### src/rtl/resp_demux3.sv
// resp_demux3: routes the in-order memory read-response stream to the unit that
// issued each request (icache refill, dcache refill or uncached load path).
// A tag FIFO records the destination of each outstanding request. A one-entry
// output register with a valid/ready handshake presents each routed word.
// Optional feature macro: RESP_DEMUX_BURST_EN. When it is defined, each tag covers
// BEATS consecutive words and out_last marks the final beat of the burst.
module resp_demux3 #(
    parameter int unsigned DW    = 32,
    parameter int unsigned DEPTH = 4,
    parameter int unsigned BEATS = 4
) (
    input  logic          clk,
    input  logic          rst_n,
    input  logic          req_fire,
    input  logic [1:0]    req_dst,
    output logic          req_ok,
    input  logic          rsp_valid,
    input  logic [DW-1:0] rsp_data,
    output logic          rsp_ready,
    output logic [2:0]    out_valid,
    output logic [DW-1:0] out_data,
    input  logic [2:0]    out_ready,
    output logic          out_last,
    output logic          err
);

    localparam int unsigned AW = $clog2(DEPTH);

    if (DEPTH < 2 || (DEPTH & (DEPTH - 1)) != 0 || BEATS < 2) begin : g_bad_params
        $error("resp_demux3: DEPTH must be a power of 2 >= 2 and BEATS >= 2");
    end

    logic [1:0]    tag_q [DEPTH];
    logic [AW:0]   wr_ptr_q, wr_ptr_d;
    logic [AW:0]   rd_ptr_q, rd_ptr_d;
    logic [2:0]    valid_q, valid_d;
    logic [DW-1:0] data_q, data_d;
    logic          err_q, err_d;

    logic          full, empty, push, pop;
    logic          held, drain, accept, last_beat;
    logic [1:0]    head;

    // The extra pointer MSB distinguishes full from empty when the index bits match.
    assign full      = (wr_ptr_q[AW] != rd_ptr_q[AW]) && (wr_ptr_q[AW-1:0] == rd_ptr_q[AW-1:0]);
    assign empty     = (wr_ptr_q == rd_ptr_q);
    assign push      = req_fire & ~full;
    assign head      = tag_q[rd_ptr_q[AW-1:0]];

    assign held      = |valid_q;
    assign drain     = held & |(valid_q & out_ready);
    assign rsp_ready = ~empty & (~held | drain);
    assign accept    = rsp_valid & rsp_ready;
    assign pop       = accept & last_beat;

    assign req_ok    = ~full;
    assign out_valid = valid_q;
    assign out_data  = data_q;
    assign err       = err_q;

`ifdef RESP_DEMUX_BURST_EN
    localparam int unsigned BW = $clog2(BEATS);

    logic [BW-1:0] beat_q, beat_d;
    logic          last_q, last_d;

    assign last_beat = (beat_q == BW'(BEATS - 1));
    assign out_last  = last_q;

    // Beat counter: advances on every accepted word, wraps after the final beat.
    always_comb begin
        beat_d = beat_q;
        if (accept) begin
            beat_d = last_beat ? '0 : beat_q + 1'b1;
        end
    end

    // Burst position state and the last-beat flag travelling with the held word.
    always_ff @(posedge clk or negedge rst_n) begin
        if (!rst_n) begin
            beat_q <= '0;
            last_q <= 1'b0;
        end else begin
            beat_q <= beat_d;
            last_q <= last_d;
        end
    end
`else
    assign last_beat = 1'b1;
    assign out_last  = 1'b1;
`endif

    // Tag storage: written on push only; contents are meaningless while empty.
    always_ff @(posedge clk) begin
        if (push) begin
            tag_q[wr_ptr_q[AW-1:0]] <= req_dst;
        end
    end

    // FIFO pointers and sticky error flag next state.
    always_comb begin
        wr_ptr_d = wr_ptr_q;
        rd_ptr_d = rd_ptr_q;
        if (push) begin
            wr_ptr_d = wr_ptr_q + 1'b1;
        end
        if (pop) begin
            rd_ptr_d = rd_ptr_q + 1'b1;
        end
        err_d = err_q | (req_fire & full) | (rsp_valid & empty);
    end

    // Output register next state: load on accept, clear on drain, otherwise hold.
    always_comb begin
        valid_d = valid_q;
        data_d  = data_q;
`ifdef RESP_DEMUX_BURST_EN
        last_d  = last_q;
`endif
        if (accept) begin
            if (head != 2'b11) begin
                valid_d = 3'b001 << head;
                data_d  = rsp_data;
`ifdef RESP_DEMUX_BURST_EN
                last_d  = last_beat;
`endif
            end else begin
                // Accept implies any held word is draining now, so nothing remains valid.
                valid_d = '0;
            end
        end else if (drain) begin
            valid_d = '0;
        end
    end

    // Main state register.
    always_ff @(posedge clk or negedge rst_n) begin
        if (!rst_n) begin
            wr_ptr_q <= '0;
            rd_ptr_q <= '0;
            valid_q  <= '0;
            data_q   <= '0;
            err_q    <= 1'b0;
        end else begin
            wr_ptr_q <= wr_ptr_d;
            rd_ptr_q <= rd_ptr_d;
            valid_q  <= valid_d;
            data_q   <= data_d;
            err_q    <= err_d;
        end
    end

endmodule
### config.mk
export PLATFORM = sky130hd
export DESIGN_NAME = resp_demux3
export DESIGN_NICKNAME = d
export VERILOG_FILES = /design/src/rtl/resp_demux3.sv
export SDC_FILE = /design/constraint.sdc
export NUM_CORES = 1
export LEC_CHECK = 0
export CELL_PAD_IN_SITES_DETAIL_PLACEMENT = 0
export CELL_PAD_IN_SITES_GLOBAL_PLACEMENT = 1
export CORE_MARGIN = 2
export CORE_UTILIZATION = 35
export CTS_CLUSTER_DIAMETER = 200
export CTS_CLUSTER_SIZE = 24
export DETAILED_ROUTE_END_ITERATION = 8
export HOLD_SLACK_MARGIN = 0.1
export PLACE_DENSITY = 0.79
export SYNTH_ARGS = -nofsm -noshare
export SYNTH_HDL_FRONTEND = slang
export SYNTH_SLANG_ARGS = --single-unit
### constraint.sdc
create_clock -name clk -period 2.1 [get_ports clk]
set_input_delay 0.63 -clock clk [delete_from_list [all_inputs] [get_ports clk]]
set_output_delay 0.63 -clock clk [all_outputs]
set_load 0.01 [all_outputs]
==> metrics.md <==
| Metric | Value |
|---|---|
| Outcome | finished with violations |
| Violated checks | setup timing |
| CTS sink cnt | 50 |
| Async set-reset flop share out of synthesis | 0.840 |
| Synth top area cells | dfrtp_1 (48%), mux2_4 (21%), edfxtp_1 (11%) |
| Routed vias/inst | 4.57 |
| Worst-Skew Late Latency | 300 ps |
| Crit. End Element | output pin |
| Worst Setup Start Kind | input pin |
| P_leak | 1.53 nW |
| Share of layout cells above drive strength 1 | 0.340 |
| Starting Density | 0.365 |
| CTS tree | done |
| Setup TNS | -10.1 ps |
| Synth Area in XOR/XNOR | 0.0322 |
| Synth Area in Compound Gates | 0.0328 |
| ANT cells | 0 |
| Total Routed Length | 4.51 mm |
| Clock Skew | 5.71 ps |
| Final core occ | 0.572 |
| Row Count | 28 |
| Vias in the first global route | 1468 |
| First-pass GRT wire length | 7.38 mm |
| GR Overflow Total | 0 |
| DRC Markers | 0 |
| Met3 GRT Util | 0.0358 |
| Clk root buf | clkbuf_8 |
| DR vias | 1444 |
| Clock Tree Buf Depth | 2 |
| Most common cell in the synthesized netlist | dfrtp_1 |
| Met1 Track Usage GR | 0.188 |
| Post-CTS Hold Fix Bufs | 0 |
| Mean Syn Cell Area | 16.6 um^2 |
| H-tree level count | 2 |
| Die height | 82.8 um |
| Top cells by count, synth | dfrtp_1 (42), mux2_4 (30), edfxtp_1 (8) |
| Die Width | 82.8 um |
| WL/cell | 14.3 um |
| Global Route met2 Usage | 0.204 |
| Die Area | 0.00686 mm^2 |
| Clk slew on worst S/H paths | 90 ps |
| Yosys warnings | 0 |
| Largest family of logic cells by synthesized area | multiplexers |
| Most utilized layer in the global route result | met2 |
| EDFF count, synth | 8 |
| Pin count of the biggest net entering global routing | 25 |
| Critical path class | in -> out |
| PD cells | 1630 mW/mm^2 |
| Mux cell area share after synthesis | 0.245 |
| Post-Synth Adder-Cell Area | 0.0288 |
| Placer Congestion | 0.757 |
| Period minus WS final | 2110 ps |
| Post-synthesis register bit count | 50 |
| FF-to-FF setup slack | 80 ps |
| FF-to-FF End | out_data[18]$_DFFE_PN0P_ |
| Number of setup violations in the final report | 1 |
| Total power | 0.00556 W |
| Initial antenna violation count | 0 |
| RR Startpoint | rd_ptr_q[0]$_DFFE_PN0P_ |
| Port Buffers | 78 |
| Post-Syn Area | 0.00217 mm^2 |
| Pre-antenna DRT Iters | 4 |
| Synthesized instance count | 131 |
| Final instance area | 0.00341 mm^2 |
| Ports | 80 |
| Synth Area in Simple Gates | 0.0391 |
| Syn_nets | 177 |
| Sequential fraction of the synthesis area | 0.594 |
| Final nets | 286 |
| Crit path max fanout | 2 |
| Pins over their slew limit | 0 |
| Dominant cell type by area after synthesis | dfrtp_1 |
| Hold Crit Class | in -> async |
| GRT Util Overall | 0.133 |
| Final hold violations | 0 |
| Max-cap violations | 0 |
| Period utilisation layout | 1.00 |
| Routed Antenna Nets | 0 |
| Critical Path RT | 1470 ps |
| CP arrival | 1480 ps |
| Max Fclk | 474 MHz |
| Total CTS buffers | 5 |
| Area after DPL | 0.00319 mm^2 |
| Area growth syn-to-layout | 56.8% |
| Maximum vdd ir drop | 0.706 mV |
| Commonest register cell after synthesis | dfrtp_1 |
| Area share of the leading cell type in the synthesized netlist | 0.484 |
| Register-to-Register Path Depth | 7 |
| Post-layout worst setup margin | -10.1 ps |
| Iteration-0 DRC Markers | 52 |
| RSZ-0062 raised after global routing | yes |
| Post-synth cell types | 24 |
| Core footprint | 0.00596 mm^2 |
| Hpwl dp | 3.35 mm |
## worst max path at each step
stage | cells past startpoint | start | to | slack, ps
after floorplan | 5 | out_ready[0] | out_data[0]$_DFFE_PN0P_ | 10
after global placement | 5 | out_ready[0] | rsp_ready | -620
after detailed placement | 5 | out_ready[0] | rsp_ready | -620
after CTS | 3 | out_valid[0]$_DFFE_PN0P_ | rsp_ready | -30
after global routing | 5 | out_valid[1]$_DFFE_PN0P_ | rsp_ready | -60
final | 5 | out_ready[1] | rsp_ready | -10
## critical path, stage by stage
cell and delay (ps):
dlygate4sd2_1 230, a222oi_1 210, buf_4 180, a32oi_2 60
buf_2 160
## cells in the final DEF, fill, tap and decap left out
master	synthesis	final
clkdlybuf4s50_1	0	72
dfrtp_1	42	41
mux2_4	30	30
buf_4	1	19
edfxtp_1	8	8
nand2_1	7	6
clkbuf_8	0	6
ha_1	5	5
inv_1	4	4
and2_1	4	4
xnor2_1	6	4
buf_6	3	4
buf_12	0	4
o21ai_0	3	3
mux2_2	3	3
buf_2	0	3
xnor2_2	0	2
nand3_1	2	2
mux4_2	1	2
o31ai_1	2	2
dlygate4sd2_1	0	2
xor2_2	0	1
a31oi_1	1	1
a222oi_1	1	1
or3_4	0	1
a32oi_2	1	1
a41oi_1	1	1
nand2_2	0	1
nand3_4	1	1
xor2_1	2	1
conb_1	1	1
clkinvlp_4	0	1
clkinv_2	0	1
buf_16	0	1
clkdlybuf4s15_1	0	1
dfrtp_2	0	1
## through the flow
step	hold WS, ps	std cells	setup WS (ps)
6_report	276	316	-10.1
5_1_grt	307	316	-62.6
4_1_cts	276	313	-27.8
3_5_place_dp	485	300	-616
3_3_place_gp	488	300	-625
2_1_floorplan	334	131	14.4
## report_power, final
| part | switching [W] | internal, W | leakage, nW | total [W] |
|---|---|---|---|---|
| sequential | 0.000270 | 0.00144 | 0.567 | 0.00171 |
| clock | 0.000305 | 0.000265 | 0.0472 | 0.000570 |
| combinational | 0.00114 | 0.00213 | 0.917 | 0.00328 |
| total | 0.00172 | 0.00384 | 1.53 | 0.00556 |
## what timing repair did
item                       CTS  global route
cloned                       1             0
pin swaps                    2             0
buffers inserted             6             3
setup endpoints to repair   32            32
gates resized for setup     20             3
hold endpoints to repair     0             0
## state kept, by name, summed over array words and instances (netlist names)
signal and cells:
tag_q 8, rd_ptr_q 3, wr_ptr_q 3, out_data 32, out_valid 3, err 1
## routing by layer
layer	wire [um]	up-vias
met1	2170	704
li1	-	679
met4	28	0
met2	2040	57
met5	0	-
met3	264	4
## cell type report
type	instances	area, um^2
Multi-Input combinational cell	73	852
Sequential cell	50	1290
Timing Repair Buffer	106	1060
Clock buffer	6	82.6
Inverter	4	15.0
Tap cell	75	93.8
Fill cell	497	2550
Clock inverter	2	12.5
## cell families after synthesis
family,count (synthesis)
buf+inv,8
other cells,1
mux,35
xor+xnor,8
flops,50
compound gates,9
fa+ha+maj,5
simple gates,15
Power figures use the tool's default switching activity.
